==> src/rtl/fmul_mant_norm.sv <==
// Binary32 multiplier back end: shift-add significand multiply, normalise, round, pack.
// Optional round-to-nearest-even under `FMUL_ROUND_EN (truncation otherwise).
module fmul_mant_norm #(
  parameter int MANT_W  = 23,
  parameter int EXP_W   = 10,
  parameter int EXP_MAX = 255
) (
  input  logic              clk,
  input  logic              rst_n,
  input  logic              in_valid,
  output logic              in_ready,
  input  logic              sign_a,
  input  logic              sign_b,
  input  logic [MANT_W-1:0] frac_a,
  input  logic [MANT_W-1:0] frac_b,
  input  logic              a_zero,
  input  logic              b_zero,
  input  logic [EXP_W-1:0]  exp_in,
  output logic              out_valid,
  input  logic              out_ready,
  output logic [31:0]       result,
  output logic              ovf,
  output logic              unf
);

  localparam int SIG_W = MANT_W + 1;
  localparam int PW    = 2 * SIG_W;
  localparam int CNT_W = $clog2(SIG_W);
  localparam int EF_W  = 31 - MANT_W;

  localparam logic [2:0] IDLE = 3'd0;
  localparam logic [2:0] MUL  = 3'd1;
  localparam logic [2:0] NORM = 3'd2;
  localparam logic [2:0] RND  = 3'd3;
  localparam logic [2:0] DONE = 3'd4;

  localparam logic [CNT_W-1:0] CNT_LAST = CNT_W'(SIG_W - 1);
  localparam logic signed [EXP_W-1:0] EMAX = EXP_W'(EXP_MAX);

  logic [2:0]               state;
  logic [CNT_W-1:0]         cnt;
  logic [SIG_W-1:0]         ma;
  logic [SIG_W-1:0]         mb;
  logic [PW-1:0]            acc;
  logic signed [EXP_W-1:0]  exp_r;
  logic                     sign_r;
  logic                     zero_r;
  logic [MANT_W:0]          sig_r;
  logic                     sticky_r;

  logic                     round_up;
  logic [MANT_W:0]          rsum;
  logic                     carry;
  logic [MANT_W-1:0]        frac_f;
  logic signed [EXP_W-1:0]  exp_f;
  logic [PW-1:0]            pp;

  assign in_ready = (state == IDLE);
  assign pp = mb[cnt] ? ({{SIG_W{1'b0}}, ma} << cnt) : '0;

`ifdef FMUL_ROUND_EN
  assign round_up = sig_r[0] & (sticky_r | sig_r[1]);
`else
  logic unused_rnd;
  assign unused_rnd = sig_r[0] ^ sticky_r;
  assign round_up   = 1'b0;
`endif

  // sig_r holds frac plus guard in bit 0; the hidden bit is implied
  assign rsum   = {1'b0, sig_r[MANT_W:1]} + (MANT_W+1)'(round_up);
  assign carry  = rsum[MANT_W];
  assign frac_f = carry ? '0 : rsum[MANT_W-1:0];
  assign exp_f  = exp_r + EXP_W'(carry);

  always_ff @(posedge clk) begin
    if (!rst_n) begin
      state     <= IDLE;
      cnt       <= '0;
      ma        <= '0;
      mb        <= '0;
      acc       <= '0;
      exp_r     <= '0;
      sign_r    <= 1'b0;
      zero_r    <= 1'b0;
      sig_r     <= '0;
      sticky_r  <= 1'b0;
      out_valid <= 1'b0;
      result    <= '0;
      ovf       <= 1'b0;
      unf       <= 1'b0;
    end else begin
      unique case (state)
        IDLE: begin
          if (in_valid) begin
            ma     <= {1'b1, frac_a};
            mb     <= {1'b1, frac_b};
            exp_r  <= exp_in;
            sign_r <= sign_a ^ sign_b;
            zero_r <= a_zero | b_zero;
            cnt    <= '0;
            acc    <= '0;
            state  <= (a_zero | b_zero) ? RND : MUL;
          end
        end
        MUL: begin
          acc <= acc + pp;
          cnt <= cnt + 1'b1;
          if (cnt == CNT_LAST) state <= NORM;
        end
        NORM: begin
          if (acc[PW-1]) begin
            sig_r    <= acc[PW-2 -: MANT_W+1];
            sticky_r <= |acc[PW-SIG_W-2:0];
            exp_r    <= exp_r + 1'b1;
          end else begin
            sig_r    <= acc[PW-3 -: MANT_W+1];
            sticky_r <= |acc[PW-SIG_W-3:0];
          end
          state <= RND;
        end
        RND: begin
          ovf <= 1'b0;
          unf <= 1'b0;
          if (zero_r) begin
            result <= {sign_r, 31'b0};
          end else if (exp_f >= EMAX) begin
            result <= {sign_r, {EF_W{1'b1}}, {MANT_W{1'b0}}};
            ovf    <= 1'b1;
          end else if (exp_f[EXP_W-1] || exp_f == '0) begin
            result <= {sign_r, 31'b0};
            unf    <= 1'b1;
          end else begin
            result <= {sign_r, exp_f[EF_W-1:0], frac_f};
          end
          state <= DONE;
        end
        DONE: begin
          // result settles for one cycle before being presented
          if (!out_valid) begin
            out_valid <= 1'b1;
          end else if (out_ready) begin
            out_valid <= 1'b0;
            state     <= IDLE;
          end
        end
        default: state <= IDLE;
      endcase
    end
  end

endmodule

==> config.mk <==
export PLATFORM = sky130hd
export DESIGN_NAME = fmul_mant_norm
export DESIGN_NICKNAME = d
export VERILOG_FILES = /design/src/rtl/fmul_mant_norm.sv
export SDC_FILE = /design/constraint.sdc
export NUM_CORES = 1
export LEC_CHECK = 0
export BUFFER_PORTS_ARGS = -buffer_cell sky130_fd_sc_hd__buf_2
export CORE_AREA = 5 5 137 139
export CTS_BUF_LIST = sky130_fd_sc_hd__clkbuf_16
export DETAILED_ROUTE_END_ITERATION = 8
export DIE_AREA = 0 0 142 144
export GPL_TIMING_DRIVEN = 0
export PLACE_DENSITY = 0.81
export SYNTH_ARGS = -nofsm -noshare
export SYNTH_HDL_FRONTEND = slang
export SYNTH_SLANG_ARGS = --single-unit
==> constraint.sdc <==
create_clock -name clk -period 11.45 [get_ports clk]
set_input_delay 0 -clock clk [delete_from_list [all_inputs] [get_ports clk]]
set_output_delay 0 -clock clk [all_outputs]
set_load 0.02 [all_outputs]
Word level (Yosys, flattened, before mapping)
Cells that the tools add are included.

Add/sub/neg operators: 3. Order comparisons: 2. Equality and inequality tests: 10. Shift-type cells: 1. Muxes and demuxes: 27. Bitwise operators: 2. Reduce and logical (&&, ||, !) cells: 9.

Operators by type and width (count): 2-to-1 mux 48 bit (2); one-hot mux 48 bit (2 select lines) (1); 2-to-1 mux 31 bit (3); adder 48 bit (1); << shifter 24 x 5 -> 48 bit (1); 2-to-1 mux 24 bit (1); 2-to-1 mux 10 bit (2); one-hot mux 10 bit (2 select lines) (1); one-hot mux 3 bit (5 select lines) (1); 2-to-1 mux 3 bit (4); adder 10 x 1 -> 10 bit, second input constant (1); >= comparator 10 x 9 -> 1 bit, second input constant (1); logical NOT 10 bit (1); inequality test 2 bit, second input constant (5); one-hot mux 5 bit (2 select lines) (1); 2-to-1 mux 1 bit (8); == test 3 x 2 -> 1 bit, second input constant (2); less-than comparator 5 x 6 -> 1 bit, second input constant (1); adder 5 x 1 -> 5 bit, second input constant (1); binary-select mux 1 bit (select 5 bit) (1); == test 5 bit, second input constant (1); 2-to-1 mux 5 bit (1); AND reduction 2 bit (2); AND reduction 4 bit (1); 9 further kinds (10).

Flip-flop bits (word level): 175. Input bits: 64. Output and inout bits: 36. Logic and storage cells: 67.

Logic depth before layout (Yosys ltp)
Gate-level depths: netlist (run 1).

Word-level depth: 5. Mapped depth: 22. Depth with buffers taken out: 19.

Worst setup path after synthesis (run 1)
No wires, ideal clock.

Path kind: register to register. Start: register cnt[0]. End: register acc[40]. Library setup time: 128 ps. Arrival: 4359 ps. Path slack: 6963 ps. Cell stages (with the launch flop): 19. Period minus slack after synthesis: 4487 ps. Path through: dfxtp_1 buf_2 mux4_2 mux4_2 nand2_1 buf_2 nor3_1 and2_1 ha_1 fa_1 a21o_1 a31o_1 o2111a_1 or2_2 o221ai_4 o31ai_4 a31oi_1 xor2_1 o21ai_1.

Cells in the longest elaborated chain, start to end: 5. Elaborated cells on any way between the ends: 6. Those cells by class: 1 x add/sub; 1 x shift; 4 x mux.

Ends and longest elaborated chain: from (decl) (RTL line 41) `logic [CNT_W-1:0] cnt;`; from (signal assigned) (RTL line 107) `cnt <= cnt + 1'b1;`; binary-select mux 1 bit (select 5 bit) (RTL line 59) `assign pp = mb[cnt] ? ({{SIG_W{1'b0}}, ma} << cnt) : '0;`; 2-to-1 mux 1 bit (not written as such) (RTL line 59); 2-to-1 mux 48 bit * (RTL line 59); adder 48 bit * (RTL line 106) `acc <= acc + pp;`; one-hot mux 48 bit (2 select lines) * (RTL line 92) `unique case (state)`; to (signal assigned) (RTL line 106); to (decl) (RTL line 44) `logic [PW-1:0] acc;`.

Every way passes the cells marked *; elsewhere a longest branch is shown, timed or not. The select of a mux whose other input is x is not followed. A chain may end at the register's enable or synchronous reset.

Worst setup path after layout (run 1)
Start: register cnt[1]. End: register acc[46].

The elaborated chain is that of the path after synthesis.

==> results of run 1 <==
==> path summary, 6_finish.rpt <==
check / end / slack (ns) / cells past startpoint
max: acc[46] / 6.15 / 21
min: ma[5] / 0.34 / 4
min reg2reg: result[28] / 0.45 / 2
max reg2reg: acc[46] / 6.15 / 21
==> what timing repair did <==
item / CTS / global route
hold endpoints to repair: 63 / 0
hold buffers: 64 / 0
resized for setup: 0 / 0
==> cell type report <==
class,instances,share of cell area [%]
flip-flops and latches,173,26.6
plain buffers,110,3.54
multi-input cells,1128,53.7
clock buffers,17,3.27
well taps,229,2.20
inverters,22,0.634
repair buffers,163,8.73
clock inverters,14,1.36
diodes,1,0.0192
==> synth_stat cells (23+ instances only) <==
cell type,count,area [µm²]
nor2_1,153,574
nand2_1,228,856
ha_1,50,626
a22oi_1,28,210
a21oi_1,176,881
a21o_1,29,218
a211oi_1,40,300
o21ai_0,64,320
xnor2_1,23,201
clkbuf_1,79,297
mux2i_1,51,510
o21ai_1,34,170
dfxtp_1,173,3460
nand3_1,44,220
==> power by group through the flow <==
stage	clock [W]	sequential [W]	combinational, W
detailed placement	0	0.000694	0.000344
CTS	0.000613	0.000681	0.000365
global placement	0	0.000692	0.000339
global route	0.000636	0.000687	0.000411
finish	0.000612	0.000683	0.000379
floorplan	0	0.000685	0.000241
==> sequential cells by signal, summed over array words and instances, names as in the netlist <==
| signal | flops |
|---|---|
| result | 32 |
| sign_r | 1 |
| exp_r | 10 |
| state | 3 |
| zero_r | 1 |
| unf | 1 |
| ma | 24 |
| ovf | 1 |
| acc | 48 |
| cnt | 5 |
| mb | 23 |
| out_valid | 1 |
| sig_r | 23 |
==> stage by stage <==
stage                     instances  utilization (%)  instance area (µm²)  hold slack, ns  total power (W)
after floorplan                1433                -                11000           0.122         0.000926
after global placement         1761             67.1                11800           0.242          0.00103
after detailed placement       1761             67.1                11800           0.246          0.00104
after CTS                      1856             74.2                13000           0.326          0.00166
after global routing           1857             74.2                13000           0.362          0.00173
final                          1857             74.2                13000           0.343          0.00167
==> critical path, stage by stage (launching register included) <==
cell	delay, ns
dfxtp_1	0.34
buf_2	0.26
buf_4	0.24
buf_2	0.31
mux2i_1	0.35
nand2_1	0.11
o21ai_0	0.19
o21ai_0	0.23
o21ai_0	0.35
o22a_1	0.21
nor2_1	0.05
ha_1	0.26
clkbuf_1	0.25
nand4_1	0.24
nor3b_2	0.29
nand4_1	0.12
a211oi_1	0.42
o21ai_1	0.19
a21oi_1	0.38
a31oi_1	0.17
xor2_1	0.15
o21ai_1	0.07
==> routing by layer <==
metal  share of wire, %  wire (µm)  GRT usage (%)  up-vias
met1                 41      14200           41.7     5310
met4                3.7       1280           14.4        0
met2                 49      16900           57.3      533
met3                6.8       2350           5.06      111
met5                  0          0              0        -
li1                   -          -              -     5495
==> cell families (layout without fill, tap and decap cells) <==
group | count (synthesis) | after routing | share of synthesized area, %
AND/OR/NAND/NOR | 516 | 516 | 20.5
AO/OA/AOI/OAI | 444 | 444 | 25.1
flip-flops | 173 | 173 | 31.5
buffers and inverters | 132 | 326 | 4.94
multiplexers | 76 | 76 | 8.74
adder cells (fa/ha/maj) | 51 | 51 | 5.87
XOR/XNOR | 41 | 41 | 3.27
other | 0 | 1 | 0
==> metrics, run 1 <==
router iterations before antenna repair=9; vias in the first global route=10900; Core Area=17500 µm²; Worst-Margin Slew=1.01 ns; initial antenna violation count=1; commonest non-fill, non-tap cell in the layout=nand2_1; hold crit path type=in2reg; share of cells above drive strength 1=12.2%; Flop pwr share=40.8%; die height=144 µm; critical path required time=11.76 ns; largest fanout on the critical path=10; CTS H-tree depth=4; CTS clk-pin slew, worst paths=0.07 ns; max-cap violations=0; hpwl dp=24.7 mm; unrepaired setup endpoints after global routing=no; die area=20400 µm²; CP startpoint kind=flop; Setup-failing EPs final=0; switching share of power=33.8%; pre-CTS WS=6.29 ns; critical path class=reg2reg; area taken by multi-input logic gates=6980 µm²; Setup Fix Bufs, Post-CTS=0; EDFF count, synth=0; Nets=1730; clk_lat worst skew=0.44 ns; Int Power=0.00111 W; asr flop ratio synth=0%; power per cell area=129 nW/µm²; FF/Latch Area=3460 µm²; share of power burned in the clock network=36.5%; Crit. End Element=flop; CP startpoint=cnt[1]; floorplan die width=142 µm; Wirelength per Cell=18.7 µm; WL final=34.7 mm; Layout Area Growth over Synthesis=18.4%; Antenna Nets Post-Route=0; Final Max Slew Viols=0; Post-Syn Nets=1548; fillers=1367; largest net degree at the start of global routing=18; HP Start=frac_a[5]; Netlist cell types=71; Ys Warns=0; Final Skew=0.0121 ns; Initial Util=62.7%; top-level I/O count=100; Vias=11400; Avg Vias per Cell=6.17; CTS Root Cell=clkbuf_16; syn_area_per_cell=7.67 µm²; clock buffer count from CTS=17; leakage power=5.07 nW; sequential area share after synthesis=31.5%; Num Clock Sinks=173; aggregate global routing overflow=0; final hold vios=0; Sw Pwr=0.000565 W; Data arrival, critical path=5.61 ns; Post-synth top flop=dfxtp_1; TritonCTS clock tree=built; first-pass GRT wire length=54.9 mm; Comb power frac=22.7%; synthesized cell area=11000 µm²; Max VDD drop=0.141 mV; worst r2r src=cnt[1]; Slew HR=32.5%; port bufs=99; DR iter-0 viols=1181; period utilisation layout=46.3%; std cell rows=49; clock buffer depth=2; GP Congestion=1.00; final worst slack=6.15 ns; Max Freq=0.189 GHz; setup_tns=0 ns; crit path time final=5.30 ns; Cells after Synth=1433; GRT Util Overall=33.3%; # DRC=0; status=complete, no violations; highest-count cells in the layout ignoring fill and taps=nand2_1, a21oi_1, dfxtp_1, nor2_1, buf_2; #FFs+latches synth=173
(Power assumes the default switching activity.)
==> inputs of run 2 (changes only) <==
==> config.mk (replaced) <==
export PLATFORM = sky130hd
export DESIGN_NAME = fmul_mant_norm
export DESIGN_NICKNAME = d
export VERILOG_FILES = /design/src/rtl/fmul_mant_norm.sv
export SDC_FILE = /design/constraint.sdc
export NUM_CORES = 1
export LEC_CHECK = 0
export ABC_AREA = 1
export BUFFER_PORTS_ARGS = -buffer_cell sky130_fd_sc_hd__buf_2
export CORE_AREA = 5 5 156 158
export CTS_BUF_LIST = sky130_fd_sc_hd__clkbuf_16
export DETAILED_ROUTE_END_ITERATION = 8
export DIE_AREA = 0 0 161 163
export GPL_TIMING_DRIVEN = 0
export PLACE_DENSITY = 0.75
export SYNTH_ARGS = -nofsm -noshare
export SYNTH_HDL_FRONTEND = slang
export SYNTH_SLANG_ARGS = --single-unit
==> constraint.sdc (replaced) <==
create_clock -name clk -period 4.44 [get_ports clk]
set_input_delay 0 -clock clk [delete_from_list [all_inputs] [get_ports clk]]
set_output_delay 0 -clock clk [all_outputs]
set_load 0.02 [all_outputs]
==> metrics, run 2 <==
hpwl dp=33.9 mm; clock buffer count from CTS=17; Worst path max stage delay=0.50 ns; # DRC=0; hold crit path type=in2reg; die height=163 µm; post-synthesis xor/xnor area fraction=0.0695%; Simple-Gate Fraction of Synth Area=34.5%; Netlist cell types=49; Vias=14400; Final Util=63.8%; clock buffer depth=2; sequential area share after synthesis=27.5%; Worst-Margin Slew=0.955 ns; top post-synthesis cells by area=dfxtp_1, nand2_1, inv_1; reg2reg path depth=19; share of power burned in the clock network=25.4%; Slew HR=36.3%; clk_lat worst skew=0.46 ns; Synth top cells by count=nand2_1, inv_1, a21oi_1; power per cell area=421 nW/µm²; setup_tns=0 ns; Int Power=0.00341 W; Worst Hold End=exp_r[0]; Post-synth top flop=dfxtp_1; GRT Util Overall=33.1%; post-synth top area share=27.5%; CP max-delay cell=dfxtp_1; DR iter-0 viols=1281; WP buf/inv=2; total chip power=0.00617 W; Data arrival, critical path=4.22 ns; CTS Root Cell=clkbuf_16; Comb power frac=41.6%; CTS clk-pin slew, worst paths=0.09 ns; share of cells above drive strength 1=9.01%; RR Endpoint=acc[47]; Sw Pwr=0.00276 W; #FFs+latches synth=173; WL final=43.8 mm; HP Start=rst_n; max-cap violations=0; worst r2r src=cnt[0]; port bufs=98; Layout Area Growth over Synthesis=16.4%; adder-cell share of the synthesized area=5.13%; Cells after Synth=2162; commonest non-fill, non-tap cell in the layout=nand2_1; Max VDD drop=0.320 mV; Yosys top cell by area=dfxtp_1; post_cts resized=0; Post-Syn Nets=2277; aggregate global routing overflow=0; Flop pwr share=33.0%; Wirelength per Cell=16.6 µm; vias in the first global route=13400; compound-gate portion of the synthesized area=19.1%; main combinational cell family by area after synthesis=simple AND/OR/NAND/NOR gates; Num Clock Sinks=173; largest net degree at the start of global routing=20; std cell rows=56; GP Congestion=0.977; leakage power=7.27 nW; critical path class=reg2reg; die area=26200 µm²; fillers=2219; Largest regs=acc: 48 flops, result: 32 flops, ma: 24 flops; Ys Warns=0; max reg flops=48; largest fanout on the critical path=10; floorplan die width=161 µm; unrepaired setup endpoints after global routing=no; CP startpoint kind=flop; Final Skew=0.0241 ns; switching share of power=44.8%; initial antenna violation count=0; Top reg by flops=acc; Core Area=23000 µm²; CTS H-tree depth=4; highest-count cells in the layout ignoring fill and taps=nand2_1, inv_1, a21oi_1, dfxtp_1, nor2_1; critical path's top delay family=simple AND/OR/NAND/NOR gates; ANT cells=0; first-pass GRT wire length=69.5 mm; Final Max Slew Viols=0; Initial Util=54.8%; syn_area_per_cell=5.83 µm²; Setup-failing EPs final=0; most frequent cell on the critical path=nand2_1; count leader, synth=nand2_1; crit path time final=3.88 ns; TritonCTS clock tree=built; EDFF count, synth=0; FF/Latch Area=3460 µm²; mux contribution to synthesized area=0.238%; Antenna Nets Post-Route=0; area taken by multi-input logic gates=7430 µm²; worst reg2reg setup slack=0.56 ns; Avg Vias per Cell=5.45; Hold Path Depth=3; router iterations before antenna repair=5; status=complete, no violations; top-level I/O count=100; Crit. End Element=flop; Max Freq=0.257 GHz; asr flop ratio synth=0%; Nets=2455; period utilisation layout=87.5%; critical path required time=4.78 ns; synthesized cell area=12600 µm²; final hold vios=0; Setup Fix Bufs, Post-CTS=0; worst-path cell chain=buf_6 > buf_4 > o21ai_0 > nand2_1 > nand2_1 > o21ai_0 > nand2_1 > nand2_1 > nor2_1 > ha_1 > nand2_1 > nor3_1 > nand2_1 > nor2_1 > nand3_1 > nand3_1 > nand3_1 > nand2_1 > nor2_1
run 2: cell count changes after synthesis, moves of 35 or more:
cell | previous run | this run
inv_1 | 21 | 319
nand2_1 | 228 | 735
a21oi_1 | 176 | 237
mux2i_1 | 51 | 3
clkbuf_1 | 79 | 44
nand3_1 | 44 | 104
o21ai_0 | 64 | 119
a211oi_1 | 40 | 2
run 2: power groups by stage:
| stage | logic, W | clock network [W] | registers (W) |
|---|---|---|---|
| 2_1_floorplan | 0.00173 | 0 | 0.00203 |
| 3_3_place_gp | 0.00241 | 0 | 0.00205 |
| 3_5_place_dp | 0.00245 | 0 | 0.00206 |
| 4_1_cts | 0.00250 | 0.00156 | 0.00203 |
| 5_1_grt | 0.00282 | 0.00163 | 0.00207 |
| 6_report | 0.00257 | 0.00156 | 0.00204 |
run 2: tightest hold or removal path, cell delays in order:
cell and delay [ns]:
clkbuf_1 0.24, o21ai_0 0.16, a31oi_1 0.05
run 2: timing repair:
item / 4_1_cts / 5_1_grt
endpoints found under the setup margin: 0 / 0
hold endpoints to repair: 60 / 0
hold buffers: 61 / 0
run 2: how the worst max path moves through the flow:
stage,cells after the start,to,slack (ns),startpoint
floorplan,21,acc[26],1.65,cnt[0]
global placement,19,acc[47],0.70,cnt[0]
detailed placement,23,acc[37],0.70,cnt[0]
CTS,20,acc[41],0.66,cnt[0]
global route,23,acc[45],0.18,cnt[0]
finish,19,acc[47],0.56,cnt[0]
run 2: stage by stage:
stage / std cells / setup slack (ns) / hold slack [ns] / area, µm²
floorplan: 2162 / 1.65 / 0.144 / 12600
global placement: 2550 / 0.701 / 0.251 / 13400
detailed placement: 2550 / 0.703 / 0.258 / 13400
CTS: 2643 / 0.664 / 0.0182 / 14700
global route: 2643 / 0.180 / 0.0514 / 14700
finish: 2643 / 0.556 / 0.0417 / 14700
run 2: routing by layer:
layer  track usage [%]  wire, µm
met3              4.33      2890
met5                 0         0
met2              56.0     20400
met1              43.4     19100
met4              12.0      1410
run 2: logic make-up after synthesis:
family | after synthesis
AND/OR/NAND/NOR | 1064
AO/OA/AOI/OAI | 450
buffers and inverters | 420
flip-flops | 173
adder cells (fa/ha/maj) | 51
multiplexers | 3
XOR/XNOR | 1
run 2: area by class of cell:
cell class | instances | share of cell area [%]
flip-flops and latches | 173 | 23.6
inverters | 325 | 8.32
clock inverters | 15 | 1.16
repair buffers | 159 | 7.51
multi-input cells | 1569 | 50.7
plain buffers | 95 | 3.31
well taps | 290 | 2.48
clock buffers | 17 | 2.90
==> inputs of run 3 (changes only) <==
--- a/config.mk
+++ b/config.mk
@@ -7,12 +7,14 @@
 export LEC_CHECK = 0
 export ABC_AREA = 1
 export BUFFER_PORTS_ARGS = -buffer_cell sky130_fd_sc_hd__buf_2
-export CORE_AREA = 5 5 156 158
+export CELL_PAD_IN_SITES_DETAIL_PLACEMENT = 1
+export CELL_PAD_IN_SITES_GLOBAL_PLACEMENT = 2
+export CORE_AREA = 5 5 215 217
 export CTS_BUF_LIST = sky130_fd_sc_hd__clkbuf_16
 export DETAILED_ROUTE_END_ITERATION = 8
-export DIE_AREA = 0 0 161 163
+export DIE_AREA = 0 0 220 222
 export GPL_TIMING_DRIVEN = 0
-export PLACE_DENSITY = 0.75
+export PLACE_DENSITY = 0.73
 export SYNTH_ARGS = -nofsm -noshare
 export SYNTH_HDL_FRONTEND = slang
 export SYNTH_SLANG_ARGS = --single-unit
==> metrics, run 3 (synthesis results as in run 2) <==
vias in the first global route=14400; Slew HR=28.2%; highest-count cells in the layout ignoring fill and taps=nand2_1, inv_1, a21oi_1, dfxtp_1, nor2_1; Vias=14000; clk_lat worst skew=0.49 ns; Max VDD drop=0.239 mV; largest net degree at the start of global routing=18; crit path time final=4.05 ns; largest fanout on the critical path=10; CTS H-tree depth=4; Crit. End Element=flop; CTS clk-pin slew, worst paths=0.08 ns; Worst-Margin Slew=1.08 ns; router iterations before antenna repair=5; # DRC=0; hold crit path type=in2reg; top-level I/O count=100; Min Hold Slack=0.0863 ns; leakage power=7.29 nW; share of cells above drive strength 1=9.01%; GP Congestion=0.923; GRT Util Overall=21.4%; RR Endpoint=acc[42]; unrepaired setup endpoints after global routing=no; port bufs=98; die height=222 µm; Placed Instances=2852; critical path class=reg2reg; final hold vios=0; DR iter-0 viols=621; floorplan die width=220 µm; status=complete, no violations; reg2reg path depth=18; power per cell area=421 nW/µm²; Core Area=43900 µm²; Worst Hold End=exp_r[0]; CP startpoint kind=flop; Data arrival, critical path=4.47 ns; Final Skew=0.0170 ns; Num Clock Sinks=173; Post-Layout Cell Count=2946; HP Start=rst_n; Top reg by flops=acc; setup_tns=0 ns; Final Max Slew Viols=0; clock buffer count from CTS=17; Layout Area Growth over Synthesis=19.6%; hpwl dp=43.0 mm; aggregate global routing overflow=0; max-cap violations=0; initial antenna violation count=0; Wirelength per Cell=17.7 µm; TritonCTS clock tree=built; clock buffer depth=2; first-pass GRT wire length=81.1 mm; Max Freq=0.247 GHz; Initial Util=28.7%; commonest non-fill, non-tap cell in the layout=nand2_1; Hold Path Depth=3; Nets=2456; ANT cells=0; fillers=5869; worst reg2reg setup slack=0.39 ns; critical path required time=4.86 ns; Setup-failing EPs final=0; std cell rows=77; max reg flops=48; die area=48800 µm²; Avg Vias per Cell=4.75; Largest regs=acc: 48 flops, result: 32 flops, ma: 24 flops; worst r2r src=cnt[0]; Antenna Nets Post-Route=0; period utilisation layout=91.2%; WL final=52.1 mm; CTS Root Cell=clkbuf_16
## run 3: changes by cell type in the layout (fill, tap and decap cells not counted), sizes merged
cell	before	now
clkinvlp	2	0
dlygate4sd3	61	62
bufinv	0	2
## run 3: worst max-delay path, stage by stage (launching register included)
cell and delay [ns]:
dfxtp_1 0.51, buf_4 0.24, a21oi_1 0.08, o21ai_0 0.09
nand3_1 0.12, nand3_1 0.10, nand2_1 0.12, nand2_4 0.16
buf_2 0.23, nor2_1 0.08, ha_1 0.37, nand2_1 0.18
nor2_1 0.43, nand3_1 0.15, nand3_1 0.31, nand3_1 0.20
nand4_1 0.15, nand3_1 0.23, a21oi_1 0.21
## run 3: final cells by class
cell class | count | area, µm² | share of cell area, %
Sequential cell | 173 | 3460 | 23.0
Clock inverter | 15 | 183 | 1.21
Timing Repair Buffer | 160 | 1110 | 7.38
Tap cell | 592 | 741 | 4.92
Buffer | 95 | 485 | 3.22
Inverter | 325 | 1220 | 8.10
Multi-Input combinational cell | 1569 | 7430 | 49.3
Clock buffer | 17 | 425 | 2.82
## run 3: how the worst max path moves through the flow
stage                     startpoint      end  slack (ns)  cells after the start
after floorplan               cnt[0]  acc[26]        1.65                     21
after global placement        cnt[0]  acc[42]        0.39                     20
after detailed placement      cnt[0]  acc[42]        0.37                     19
after CTS                     cnt[0]  acc[42]        0.34                     20
after global routing          cnt[0]  acc[42]        0.04                     20
final                         cnt[0]  acc[42]        0.39                     18
## run 3: repair_timing
item,in CTS,in global routing
hold endpoints to repair,61,0
setup endpoints to repair,0,1
resized for setup,0,1
hold buffers,62,0
setup buffers,0,0
## run 3: routing by layer
layer	global-route usage, %	vias up	share of wire [%]
met3	3.03	42	2.5
met2	35.1	166	46
met5	0	-	0
met4	6.42	0	2.4
met1	29.2	6568	49
li1	-	7213	-
## run 3: report_power, final
part           internal, W  switching (W)  leakage (nW)
combinational     0.000802        0.00188          5.58
clock             0.000850       0.000773         0.302
sequential         0.00185       0.000190          1.41
total              0.00350        0.00284          7.29
## run 3: per-stage QoR
| stage | total power [W] | instance area [µm²] | util, % | worst slack (ns) |
|---|---|---|---|---|
| 6_report | 0.00634 | 15100 | 34.3 | 0.390 |
| 5_1_grt | 0.00680 | 15100 | 34.3 | 0.0415 |
| 4_1_cts | 0.00641 | 15100 | 34.3 | 0.343 |
| 3_5_place_dp | 0.00471 | 13800 | 31.5 | 0.374 |
| 3_3_place_gp | 0.00466 | 13800 | 31.5 | 0.390 |
| 2_1_floorplan | 0.00376 | 12600 | - | 1.65 |
